$ cat src/rtl/data_mem_lsu_pkg.sv
// -----------------------------------------------------------------------------
// data_mem_lsu_pkg
// Shared definitions for the load/store unit and the data memory behind it:
//   - lsu_state_t  : LSU FSM state encoding (IDLE / ACCESS / RESP)
//   - DATA_W_DEF   : default data word width
//   - ADDR_W_DEF   : default address width (request side and memory side)
//   - DEPTH        : implemented memory rows; memory and LSU must agree on it
//   - addr_in_range: helper used by the optional bounds check
// -----------------------------------------------------------------------------
package data_mem_lsu_pkg;

    localparam int DATA_W_DEF = 16;
    localparam int ADDR_W_DEF = 16;
    localparam int DEPTH      = 8;

    typedef enum logic [1:0] {
        ST_IDLE   = 2'd0,
        ST_ACCESS = 2'd1,
        ST_RESP   = 2'd2
    } lsu_state_t;

    function automatic logic addr_in_range(input logic [ADDR_W_DEF-1:0] addr);
        return (addr < ADDR_W_DEF'(DEPTH));
    endfunction

endpackage

$ cat src/rtl/data_mem_lsu_if.sv
// -----------------------------------------------------------------------------
// data_mem_lsu_if
// Bundles the request handshake, the response handshake and the data-memory
// bus of the LSU.
//   Request : req_valid, req_ready, req_we, req_addr, req_wdata
//   Response: rsp_valid, rsp_ready, rsp_rdata, rsp_err
//   Memory  : mem_access_addr, mem_write_data, mem_write_en, mem_read,
//             mem_read_data (combinational return from the memory)
// Modports:
//   slave  : the LSU's view
//   master : the environment's view (execute stage + data memory)
//
// Handshake rule (both channels): a transfer happens at a rising edge where
// valid and ready are both 1. Once valid is raised, the payload stays stable
// until that edge; ready may change freely and never depends on valid.
// -----------------------------------------------------------------------------
interface data_mem_lsu_if
    import data_mem_lsu_pkg::*;
#(
    parameter int DATA_W = DATA_W_DEF,
    parameter int ADDR_W = ADDR_W_DEF
) ();

    logic              req_valid;
    logic              req_ready;
    logic              req_we;
    logic [ADDR_W-1:0] req_addr;
    logic [DATA_W-1:0] req_wdata;

    logic              rsp_valid;
    logic              rsp_ready;
    logic [DATA_W-1:0] rsp_rdata;
    logic              rsp_err;

    logic [ADDR_W-1:0] mem_access_addr;
    logic [DATA_W-1:0] mem_write_data;
    logic              mem_write_en;
    logic              mem_read;
    logic [DATA_W-1:0] mem_read_data;

    modport slave (
        input  req_valid, req_we, req_addr, req_wdata,
        output req_ready,
        output rsp_valid, rsp_rdata, rsp_err,
        input  rsp_ready,
        output mem_access_addr, mem_write_data, mem_write_en, mem_read,
        input  mem_read_data
    );

    modport master (
        output req_valid, req_we, req_addr, req_wdata,
        input  req_ready,
        input  rsp_valid, rsp_rdata, rsp_err,
        output rsp_ready,
        input  mem_access_addr, mem_write_data, mem_write_en, mem_read,
        output mem_read_data
    );

endinterface

$ cat src/rtl/data_mem_lsu.sv
// -----------------------------------------------------------------------------
// data_mem_lsu
// Load/store initiator for the single-port data memory. Takes one request at a
// time from the execute stage, drives the memory from registers for exactly
// one ACCESS cycle, then holds the response until it is consumed.
//
// Ports:
//   clk     : clock, all state changes on the rising edge
//   rst     : asynchronous, active-high reset
//   bus     : data_mem_lsu_if.slave (request, response and memory signals)
//   o_state : current FSM state, for observation
//
// Optional feature macro: DATA_MEM_LSU_BOUNDS_CHECK_EN
//   defined  : requests with addr >= DEPTH pass through ACCESS without any
//              memory strobe and complete with rsp_err=1, rsp_rdata=0
//   undefined: no check, the memory aliases on the low address bits and
//              rsp_err is constant 0
// -----------------------------------------------------------------------------
module data_mem_lsu
    import data_mem_lsu_pkg::*;
(
    input  logic          clk,
    input  logic          rst,
    data_mem_lsu_if.slave bus,
    output lsu_state_t    o_state
);

    lsu_state_t              r_state;
    logic                    r_we;
    logic                    r_in_range;
    logic                    r_req_ready;
    logic                    r_rsp_valid;
    logic [DATA_W_DEF-1:0]   r_rsp_rdata;
    logic [ADDR_W_DEF-1:0]   r_mem_addr;
    logic [DATA_W_DEF-1:0]   r_mem_wdata;
    logic                    r_mem_we;
    logic                    r_mem_rd;
    logic                    w_in_range;

`ifdef DATA_MEM_LSU_BOUNDS_CHECK_EN
    logic                    r_rsp_err;
    assign w_in_range  = addr_in_range(bus.req_addr);
    assign bus.rsp_err = r_rsp_err;
`else
    assign w_in_range  = 1'b1;
    assign bus.rsp_err = 1'b0;
`endif

    always_ff @(posedge clk or posedge rst) begin
        if (rst) begin
            r_state     <= ST_IDLE;
            r_we        <= 1'b0;
            r_in_range  <= 1'b1;
            r_req_ready <= 1'b1;
            r_rsp_valid <= 1'b0;
            r_rsp_rdata <= '0;
            r_mem_addr  <= '0;
            r_mem_wdata <= '0;
            r_mem_we    <= 1'b0;
            r_mem_rd    <= 1'b0;
`ifdef DATA_MEM_LSU_BOUNDS_CHECK_EN
            r_rsp_err   <= 1'b0;
`endif
        end else begin
            case (r_state)
                ST_IDLE: begin
                    if (bus.req_valid && r_req_ready) begin
                        // Strobes are set here so they are registered and
                        // high for exactly the ACCESS cycle that follows.
                        r_state     <= ST_ACCESS;
                        r_req_ready <= 1'b0;
                        r_we        <= bus.req_we;
                        r_in_range  <= w_in_range;
                        r_mem_addr  <= bus.req_addr;
                        r_mem_wdata <= bus.req_wdata;
                        r_mem_we    <= bus.req_we && w_in_range;
                        r_mem_rd    <= !bus.req_we && w_in_range;
                    end
                end
                ST_ACCESS: begin
                    r_state     <= ST_RESP;
                    r_mem_we    <= 1'b0;
                    r_mem_rd    <= 1'b0;
                    r_rsp_valid <= 1'b1;
                    // Memory read data is combinational, so it is valid at
                    // the edge that ends ACCESS.
                    r_rsp_rdata <= (r_we || !r_in_range) ? '0 : bus.mem_read_data;
`ifdef DATA_MEM_LSU_BOUNDS_CHECK_EN
                    r_rsp_err   <= !r_in_range;
`endif
                end
                ST_RESP: begin
                    // req_ready returns one cycle after the response
                    // handshake; no same-cycle turnaround.
                    if (bus.rsp_ready) begin
                        r_state     <= ST_IDLE;
                        r_rsp_valid <= 1'b0;
                        r_req_ready <= 1'b1;
                    end
                end
                default: begin
                    r_state <= ST_IDLE;
                end
            endcase
        end
    end

    assign bus.req_ready       = r_req_ready;
    assign bus.rsp_valid       = r_rsp_valid;
    assign bus.rsp_rdata       = r_rsp_rdata;
    assign bus.mem_access_addr = r_mem_addr;
    assign bus.mem_write_data  = r_mem_wdata;
    assign bus.mem_write_en    = r_mem_we;
    assign bus.mem_read        = r_mem_rd;
    assign o_state             = r_state;

endmodule

$ cat src/flat_wrapper.sv
// flat-port wrapper written by rule: the top's interface ports become plain ports
module data_mem_lsu_flat import data_mem_lsu_pkg::*;
  (clk, rst, o_state, bus_req_valid, bus_req_we, bus_req_addr, bus_req_wdata, bus_req_ready, bus_rsp_valid, bus_rsp_rdata, bus_rsp_err, bus_rsp_ready, bus_mem_access_addr, bus_mem_write_data, bus_mem_write_en, bus_mem_read, bus_mem_read_data);
  data_mem_lsu_if #(.DATA_W(16), .ADDR_W(16)) bus_i ();
  input  logic clk;
  input  logic rst;
  output lsu_state_t o_state;
  input wire logic [$bits(bus_i.req_valid)-1:0] bus_req_valid;
  input wire logic [$bits(bus_i.req_we)-1:0] bus_req_we;
  input wire logic [$bits(bus_i.req_addr)-1:0] bus_req_addr;
  input wire logic [$bits(bus_i.req_wdata)-1:0] bus_req_wdata;
  output wire logic [$bits(bus_i.req_ready)-1:0] bus_req_ready;
  output wire logic [$bits(bus_i.rsp_valid)-1:0] bus_rsp_valid;
  output wire logic [$bits(bus_i.rsp_rdata)-1:0] bus_rsp_rdata;
  output wire logic [$bits(bus_i.rsp_err)-1:0] bus_rsp_err;
  input wire logic [$bits(bus_i.rsp_ready)-1:0] bus_rsp_ready;
  output wire logic [$bits(bus_i.mem_access_addr)-1:0] bus_mem_access_addr;
  output wire logic [$bits(bus_i.mem_write_data)-1:0] bus_mem_write_data;
  output wire logic [$bits(bus_i.mem_write_en)-1:0] bus_mem_write_en;
  output wire logic [$bits(bus_i.mem_read)-1:0] bus_mem_read;
  input wire logic [$bits(bus_i.mem_read_data)-1:0] bus_mem_read_data;
  assign bus_i.req_valid = bus_req_valid;
  assign bus_i.req_we = bus_req_we;
  assign bus_i.req_addr = bus_req_addr;
  assign bus_i.req_wdata = bus_req_wdata;
  assign bus_req_ready = bus_i.req_ready;
  assign bus_rsp_valid = bus_i.rsp_valid;
  assign bus_rsp_rdata = bus_i.rsp_rdata;
  assign bus_rsp_err = bus_i.rsp_err;
  assign bus_i.rsp_ready = bus_rsp_ready;
  assign bus_mem_access_addr = bus_i.mem_access_addr;
  assign bus_mem_write_data = bus_i.mem_write_data;
  assign bus_mem_write_en = bus_i.mem_write_en;
  assign bus_mem_read = bus_i.mem_read;
  assign bus_i.mem_read_data = bus_mem_read_data;
  data_mem_lsu u_core (.clk(clk), .rst(rst), .bus(bus_i), .o_state(o_state));
endmodule
$ cat config.mk
export PLATFORM = sky130hd
export DESIGN_NAME = data_mem_lsu_flat
export DESIGN_NICKNAME = d
export VERILOG_FILES = /design/src/rtl/data_mem_lsu_pkg.sv /design/src/rtl/data_mem_lsu_if.sv /design/src/rtl/data_mem_lsu.sv /design/src/flat_wrapper.sv
export SDC_FILE = /design/constraint.sdc
export NUM_CORES = 1
export LEC_CHECK = 0
export ABC_AREA = 0
export BUFFER_PORTS_ARGS = -buffer_cell sky130_fd_sc_hd__buf_4
export CAP_MARGIN = 20
export CORE_ASPECT_RATIO = 0.9
export CORE_MARGIN = 2
export CORE_UTILIZATION = 51
export CTS_BUF_LIST = sky130_fd_sc_hd__clkbuf_8
export CTS_CLUSTER_DIAMETER = 100
export DETAILED_ROUTE_END_ITERATION = 10
export MAX_ROUTING_LAYER = met4
export PLACE_DENSITY = 0.87
export RECOVER_POWER = 100
export SYNTH_ARGS = -nofsm -noshare
export SYNTH_HDL_FRONTEND = slang
export SYNTH_SLANG_ARGS = --single-unit
$ cat constraint.sdc
create_clock -name clk -period 3.2 [get_ports clk]
set_input_delay 0.16 -clock clk [delete_from_list [all_inputs] [get_ports clk]]
set_output_delay 0.16 -clock clk [all_outputs]
set_load 0.02 [all_outputs]
=== Word-level counts from Yosys, hierarchy flattened ===
Cells that the tools add are included.

* Word-level logic and storage cells: 37
* Latch bits: 0
* Input bits: 53
* Memories: 0
* ROM bits: 0
* Register bits: 55
* RAM bits: 0

* Reduce and logical (&&, ||, !) cells: 11
* $mul: 0
* Shifts and indexed selects: 0
* Add/sub/neg operators: 0
* Equality and inequality tests: 4
* Magnitude comparators: 0
* Divide/modulo/power cells: 0
* Bitwise operators: 0
* Multiplexer cells: 13

{| class="wikitable"
|+ Operators by type and width
! kind !! count
|-
| 16-bit two-way mux || 1
|-
| 1-bit one-hot mux with 2 select lines || 4
|-
| 2-bit AND reduction || 4
|-
| 2-bit one-hot mux with 3 select lines || 1
|-
| 2-bit nonzero test || 3
|-
| 1-bit two-way mux || 5
|-
| 2-bit two-way mux || 2
|-
| 3-bit AND reduction || 1
|-
| 2-bit by 1-bit equality test with 1-bit output, second input constant || 1
|-
| 2-bit equality test, second input constant || 1
|-
| 2-bit logical NOT || 1
|-
| 2-bit by 1-bit != test with 1-bit output, second input constant || 1
|-
| 2-bit != test, second input constant || 1
|-
| 1-bit logical AND || 1
|-
| 1-bit logical NOT || 1
|}

=== Longest topological paths before layout ===
Gate-level depths: netlist of the first run.

* Depth after elaboration: 3
* Depth in mapped cells: 5
* Gate-level depth less buffers: 3

=== Worst setup path before layout of the first run ===
OpenSTA, ideal clock, no wires.

* Path kind: register to register
* Start point: register u_core.r_req_ready (netlist: u_core.bus.req_ready)
* End point: register u_core.r_mem_addr[10] (netlist: u_core.bus.mem_access_addr[10])
* Buffers on the path: 2
* Arrival: 1528 ps
* Stages on the path, launching flop included: 5
* Setup time: 125 ps
* Period minus slack after synthesis: 1653 ps
* Setup slack: 1547 ps
* Cells stage by stage: dfstp_2 nor4bb_2 buf_6 buf_12 mux2_4

* Longest elaborated chain between the ends: 2

{| class="wikitable"
|+ RTL lines
! item !! line !! RTL
|-
| from (decl) || data_mem_lsu.sv:31 || <nowiki>logic r_req_ready;</nowiki>
|-
| from (signal assigned) || data_mem_lsu.sv:54 || <nowiki>r_req_ready <= 1'b1;</nowiki>
|-
| from (signal assigned) || data_mem_lsu.sv:71 || <nowiki>r_req_ready <= 1'b0;</nowiki>
|-
| from (signal assigned) || data_mem_lsu.sv:98 || <nowiki>r_req_ready <= 1'b1;</nowiki>
|-
| 1-bit logical AND || data_mem_lsu.sv:67 || <nowiki>if (bus.req_valid && r_req_ready) begin</nowiki>
|-
| 2-bit AND reduction (no source line) || - ||
|-
| to (signal assigned) || data_mem_lsu.sv:74 || <nowiki>r_mem_addr <= bus.req_addr;</nowiki>
|-
| to (decl) || data_mem_lsu.sv:34 || <nowiki>logic [ADDR_W_DEF-1:0] r_mem_addr;</nowiki>
|}

Every way passes these cells.
A chain may end at the register's enable or synchronous reset.

=== Final worst setup path of the first run ===
* Start point: register u_core.r_req_ready (netlist: u_core.bus.req_ready)
* End point: register u_core.r_mem_addr[3] (netlist: u_core.bus.mem_access_addr[3])

The elaborated chain is that of the path after synthesis.

==> impl_metrics.csv, run 1 <==
group,metric,value,unit
outcome,outcome,"finished clean",
setup_path,critPathMaxFanout,33,
routing,wl,4810,um
floorplanning,pin_count,108,
routing,drt_iter0_markers,69,
global_routing,grt_first_pass_wirelength,7400,um
routing,vias_per_cell,4.74,
floorplanning,rows,23,
setup_path,critPathMaxStageDelay,0.58,ns
sta,slew_violations,0,
layout,diodes,0,
power,ir_drop,0.454,mV
clock_tree,cts_tree,"yes",
clock_tree,clk_path_buf_depth,2,
sta,relSlewSlack,0.322,
synth,yosys_warnings,0,
placement,hpwlAfterDp,3540,um
sta,setup_viol,0,
clock_tree,postCtsSetupRepairBufs,0,
clock_tree,htree_num_levels,2,
synth,yosysSeqAreaShare,0.606,
global_routing,grt_antenna_before_repair,0,
synth,ys_types,23,
clock_tree,cts_resized,0,
power,p_leak,1.38,nW
min_path,min_path_type,"in2reg",
layout,multi_input_area,677,um^2
setup_path,slowest_stage,"dfstp_1",
clock_tree,cts_buffers,5,
synth,synthCells,169,
floorplanning,die_h,67.3,um
setup_path,crit_type,"reg2reg",
synth,netlist_area,2270,um^2
setup_path,cp.arrival,2.22,ns
routing,wl_per_cell,14.1,um
clock_tree,cts_num_sinks,55,
floorplanning,start_util,0.519,
placement,io_buffers,106,
run,max-cap-violations,0,
clock_tree,clock_latency,0.30,ns
setup_path,cp-start-kind,"flip-flop",
min_path,holdPathStages,2,
sta,whs,0.0487,ns
sta,worst_slew_pin_slew,1.02,ns
layout,finalNetCount,330,
synth,syn_avg_cell_area,13.4,um^2
clock_tree,cts-root-buf,"clkbuf_8",
setup_path,worstRegToRegCells,3,
sta,max_freq,492,MHz
sta,setup-tns-final,0,ns
global_routing,grt.total_usage,0.206,
global_routing,grt-ovfl-total,0,
routing,drtAntennaViolNets,0,
floorplanning,core,4370,um^2
sta,fin_skew,0.00494,ns
power,totalPowerFinal,2.91,mW
power,p_per_area,1010,nW/um^2
synth,ys_seq_elements,55,
global_routing,grt_pass1_vias,1512,
sta,post-route-min-period,2.03,ns
setup_path,crit_chain,"nor4bb_1, buf_4, mux2_1",
layout,fillers,425,
synth,syn_nets,222,
sta,rsz0062_at_grt,"false",
routing,remaining_drc_errors,0,
sta,fin_crit_sh,0.635,
setup_path,cp.required,3.39,ns
floorplanning,dieArea,5010,um^2
setup_path,crit_path_end_kind,"flip-flop",
placement,gp_congestion,0.764,
routing,dr.pass1.iters,4,
layout,syn2layout_area_growth,27.6,%
layout,final_cell_mix,"clkbuf_1 (55), dfrtp_1 (54), buf_4 (52)",
layout,mostFrequentLayoutCell,"clkbuf_1",
routing,vias,1610,
clock_tree,path_clk_slew,0.09,ns
layout,seq_area,1380,um^2
sta,final-hold-violation-count,0,
floorplanning,fp.dieW,74.4,um
global_routing,grt_max_degree,34,
layout,drive_gt1_frac,0.241,
## cells by family (layout without fill, tap and decap cells)
family	Yosys count	in the layout	share of synthesized area
compound gates	23	23	0.0518
buf+inv	13	122	0.0485
flops	55	55	0.606
mux	33	33	0.208
other cells	1	1	0.00165
simple gates	44	44	0.0843
## critical path: cells and delay by family, from the launching register on
family,cells,cell delay [ns]
buffers and inverters,1,0.47
AND/OR/NAND/NOR,1,0.46
multiplexers,1,0.39
flip-flops,1,0.58
## metrics by stage
stage / cells / setup slack, ns / instance area, um^2 / util
after floorplan: 169 / 1.55 / 2270 / -
after global placement: 329 / 1.31 / 3070 / 0.701
after detailed placement: 330 / 1.24 / 3090 / 0.706
after CTS: 339 / 1.22 / 3210 / 0.735
after global routing: 340 / 0.963 / 2900 / 0.663
final: 340 / 1.17 / 2900 / 0.663
## path summary, 6_finish.rpt
| kind | startpoint | end | slack (ns) |
|---|---|---|---|
| min in group asynchronous | rst | u_core.bus.rsp_rdata[6] | 0.64 |
| max in group asynchronous | rst | u_core.bus.req_ready | 1.81 |
| hold / removal | bus_rsp_ready | u_core.o_state[1] | 0.05 |
| hold reg to reg | u_core.bus.rsp_rdata[5] | u_core.bus.rsp_rdata[5] | 0.48 |
| setup / recovery | u_core.bus.req_ready | u_core.bus.mem_access_addr[3] | 1.17 |
| setup reg to reg | u_core.bus.req_ready | u_core.bus.mem_access_addr[3] | 1.17 |
## cell usage after synthesis (all sizes together)
cell | number | area (um^2)
nand3b | 1 | 7.51
nor4bb | 1 | 16.3
clkinv | 1 | 3.75
nand3 | 1 | 5.00
dfrtp | 54 | 1350
clkbuf | 3 | 11.3
nor2b | 1 | 6.26
o21a | 1 | 7.51
nor2 | 1 | 3.75
inv | 3 | 11.3
mux2 | 32 | 462
mux2i | 1 | 10.0
dfstp | 1 | 26.3
or2b | 1 | 7.51
conb | 1 | 3.75
nand2b | 1 | 6.26
nand2 | 37 | 139
o21ai | 22 | 110
buf | 6 | 83.8
## sequential cells by signal, summed over array words and instances, names as in the netlist
signal                      cells
u_core.r_we                     1
u_core.bus.rsp_valid            1
u_core.bus.req_ready            1
u_core.bus.mem_access_addr     16
u_core.bus.mem_write_en         1
u_core.bus.mem_read             1
u_core.o_state                  2
u_core.bus.mem_write_data      16
u_core.bus.rsp_rdata           16
## per-layer routing
metal	global-route usage	wire (um)
met4	0.0603	57
met3	0.0522	386
met1	0.251	1970
met2	0.340	2390
met5	-	0
## timing repair
action / in CTS / in global routing
hold buffers: 1 / 0
endpoints found under the setup margin: 0 / 0
endpoints found under the hold margin: 24 / 0
## where the power goes
part / total [mW] / internal, mW / switching [mW]
registers: 1.23 / 1.03 / 0.193
logic: 1.22 / 0.412 / 0.810
clock network: 0.465 / 0.253 / 0.212
## area by class of cell
cell class,instances,area share
clock inverters,2,0.0121
well taps,62,0.0268
inverters,4,0.00518
clock buffers,6,0.0285
repair buffers,110,0.219
multi-input cells,101,0.233
flip-flops and latches,55,0.475
No activity file was read; power rests on OpenSTA's default activity.
==> inputs of run 2 (changes only) <==
--- a/config.mk
+++ b/config.mk
@@ -10,12 +10,12 @@
 export CAP_MARGIN = 20
 export CORE_ASPECT_RATIO = 0.9
 export CORE_MARGIN = 2
-export CORE_UTILIZATION = 51
+export CORE_UTILIZATION = 48
 export CTS_BUF_LIST = sky130_fd_sc_hd__clkbuf_8
 export CTS_CLUSTER_DIAMETER = 100
 export DETAILED_ROUTE_END_ITERATION = 10
 export MAX_ROUTING_LAYER = met4
-export PLACE_DENSITY = 0.87
+export PLACE_DENSITY = 0.82
 export RECOVER_POWER = 100
 export SYNTH_ARGS = -nofsm -noshare
 export SYNTH_HDL_FRONTEND = slang
==> constraint.sdc (replaced) <==
create_clock -name clk -period 2.12 [get_ports clk]
set_input_delay 0.106 -clock clk [delete_from_list [all_inputs] [get_ports clk]]
set_output_delay 0.106 -clock clk [all_outputs]
set_load 0.02 [all_outputs]
==> run 2 against run 1 <==
Compared with the run above:
- register-to-register slack worse by 0.74 ns
- critical path depth unchanged
- final cell count grew 0.59%
- largest cell class unchanged
- die area grew 5.9%
- maximum frequency grew 20%
- via count shrank 2.9%
- sequential cell count stayed put
- global-route usage is 1.1 points lower
- clock-buffer cell count is the same
- highest routed layer unchanged
- total power grew 52%
- clock power grew 50%
- sequential share of layout area down 0.31 points
==> impl_metrics.csv, run 2 (synthesis results as in run 1) <==
group,metric,value,unit
layout,diodes,0,
clock_tree,postCtsSetupRepairBufs,0,
floorplanning,pin_count,108,
clock_tree,cts-root-buf,"clkbuf_8",
routing,drt_iter0_markers,86,
floorplanning,rows,23,
global_routing,grt_max_degree,56,
clock_tree,cts_num_sinks,55,
setup_path,crit_path_start,"u_core.bus.req_ready",
sta,fin_crit_sh,0.798,
setup_path,r2r_slack,0.43,ns
clock_tree,path_clk_slew,0.10,ns
routing,vias_per_cell,4.57,
sta,post-route-min-period,1.69,ns
global_routing,grt_antenna_before_repair,0,
power,comb_power_share,0.420,
global_routing,grt_pass1_vias,1591,
setup_path,cp-start-kind,"flip-flop",
global_routing,grt-ovfl-total,0,
global_routing,grt.total_usage,0.195,
setup_path,crit_path_end_kind,"flip-flop",
clock_tree,cts_hold_buf,2,
outcome,outcome,"finished clean",
routing,wl_per_cell,13.2,um
routing,remaining_drc_errors,0,
sta,setup-tns-final,0,ns
layout,drive_gt1_frac,0.250,
floorplanning,core,4520,um^2
sta,relSlewSlack,0.133,
power,switching_share,0.415,
floorplanning,fp.dieW,76.5,um
placement,gp_congestion,0.723,
clock_tree,cts_resized,0,
routing,dr_wl_met3,322,um
setup_path,cp.arrival,1.87,ns
sta,final-hold-violation-count,0,
layout,syn2layout_area_growth,28.4,%
sta,fin_skew,0.00797,ns
setup_path,critPathMaxFanout,18,
layout,fillers,432,
clock_tree,clock_latency,0.30,ns
setup_path,critical_path.reg2reg.startpoint,"u_core.bus.req_ready",
layout,post-route-util,0.646,
clock_tree,cts_buffers,5,
routing,wl,4500,um
sta,rsz0062_at_grt,"false",
routing,wl_met2,1970,um
routing,met1Wirelength,2120,um
routing,routed.top_layer,"met4",
clock_tree,cts_tree,"yes",
power,p_leak,1.39,nW
layout,finalNetCount,332,
placement,hpwlAfterDp,3270,um
clock_tree,htree_num_levels,2,
layout,final_cell_mix,"clkbuf_1 (54), dfrtp_1 (54), buf_4 (53)",
floorplanning,die_h,69.3,um
global_routing,grt_first_pass_wirelength,7960,um
power,switchingPower,1.83,mW
power,ir_drop,0.746,mV
power,clockPowerShare,0.158,
sta,slew_violations,0,
power,p_per_area,1510,nW/um^2
power,seq_power_share,0.421,
placement,io_buffers,106,
sta,setup_viol,0,
setup_path,rr_endpoint,"u_core.bus.mem_write_data[1]",
floorplanning,dieArea,5300,um^2
routing,vias,1564,
clock_tree,clk_path_buf_depth,2,
setup_path,endpoint,"u_core.bus.mem_write_data[1]",
routing,drtAntennaViolNets,0,
sta,worst_slew_pin_slew,1.30,ns
setup_path,worstRegToRegCells,3,
sta,max_freq,591,MHz
run,max-cap-violations,0,
setup_path,crit_type,"reg2reg",
routing,dr.pass1.iters,4,
min_path,min_path_type,"in2reg",
power,p_int,2.58,mW
setup_path,cp.required,2.30,ns
floorplanning,start_util,0.503,
==> run 2: layout make-up <==
type	count	area (um^2)	area share
clock inverters	2	35.0	0.0120
flip-flops and latches	55	1380	0.472
repair buffers	112	638	0.219
clock buffers	6	82.6	0.0283
inverters	4	15.0	0.00515
well taps	62	77.6	0.0266
multi-input cells	101	692	0.237
==> run 2: power by group through the flow <==
| stage | Clock, mW | Sequential, mW | Combinational, mW |
|---|---|---|---|
| floorplan | 0 | 2.48 | 0.985 |
| global placement | 0 | 1.90 | 2.51 |
| detailed placement | 0 | 1.90 | 2.57 |
| CTS | 0.722 | 1.90 | 2.58 |
| global route | 0.766 | 1.94 | 2.03 |
| finish | 0.699 | 1.86 | 1.86 |
==> run 2: worst min-delay path by stage <==
stage / start / endpoint / slack (ns) / cells past startpoint
floorplan: bus_rsp_ready / u_core.o_state[1] / 0.21 / 1
global placement: bus_rsp_ready / u_core.o_state[1] / 0.31 / 2
detailed placement: bus_rsp_ready / u_core.o_state[1] / 0.33 / 2
CTS: bus_req_we / u_core.bus.mem_write_en / 0.01 / 3
global route: bus_req_addr[6] / u_core.bus.mem_access_addr[6] / -0.003 / 2
finish: bus_req_wdata[4] / u_core.bus.mem_write_data[4] / 0.02 / 2
==> run 2: metal layers <==
| metal | vias to the layer above | GRT usage |
|---|---|---|
| met5 | - | - |
| li1 | 779 | - |
| met2 | 66 | 0.275 |
| met3 | 8 | 0.0469 |
| met1 | 711 | 0.271 |
| met4 | 0 | 0.0828 |
==> run 2: worst max-delay path: stages, from the launching register on <==
cell      delay (ns)
dfstp_1         0.59
nor4bb_4        0.32
buf_4           0.29
mux2_1          0.36
==> run 2: through the flow <==
step,area [um^2],hold WS (ns),power (mW),setup WS [ns],instances
floorplan,2270,0.213,3.46,0.467,169
global placement,3090,0.305,4.41,0.463,332
detailed placement,3090,0.329,4.47,0.419,332
CTS,3230,0.0128,5.19,0.408,342
global route,2920,-0.00301,4.74,0.230,342
finish,2920,0.0160,4.42,0.429,342
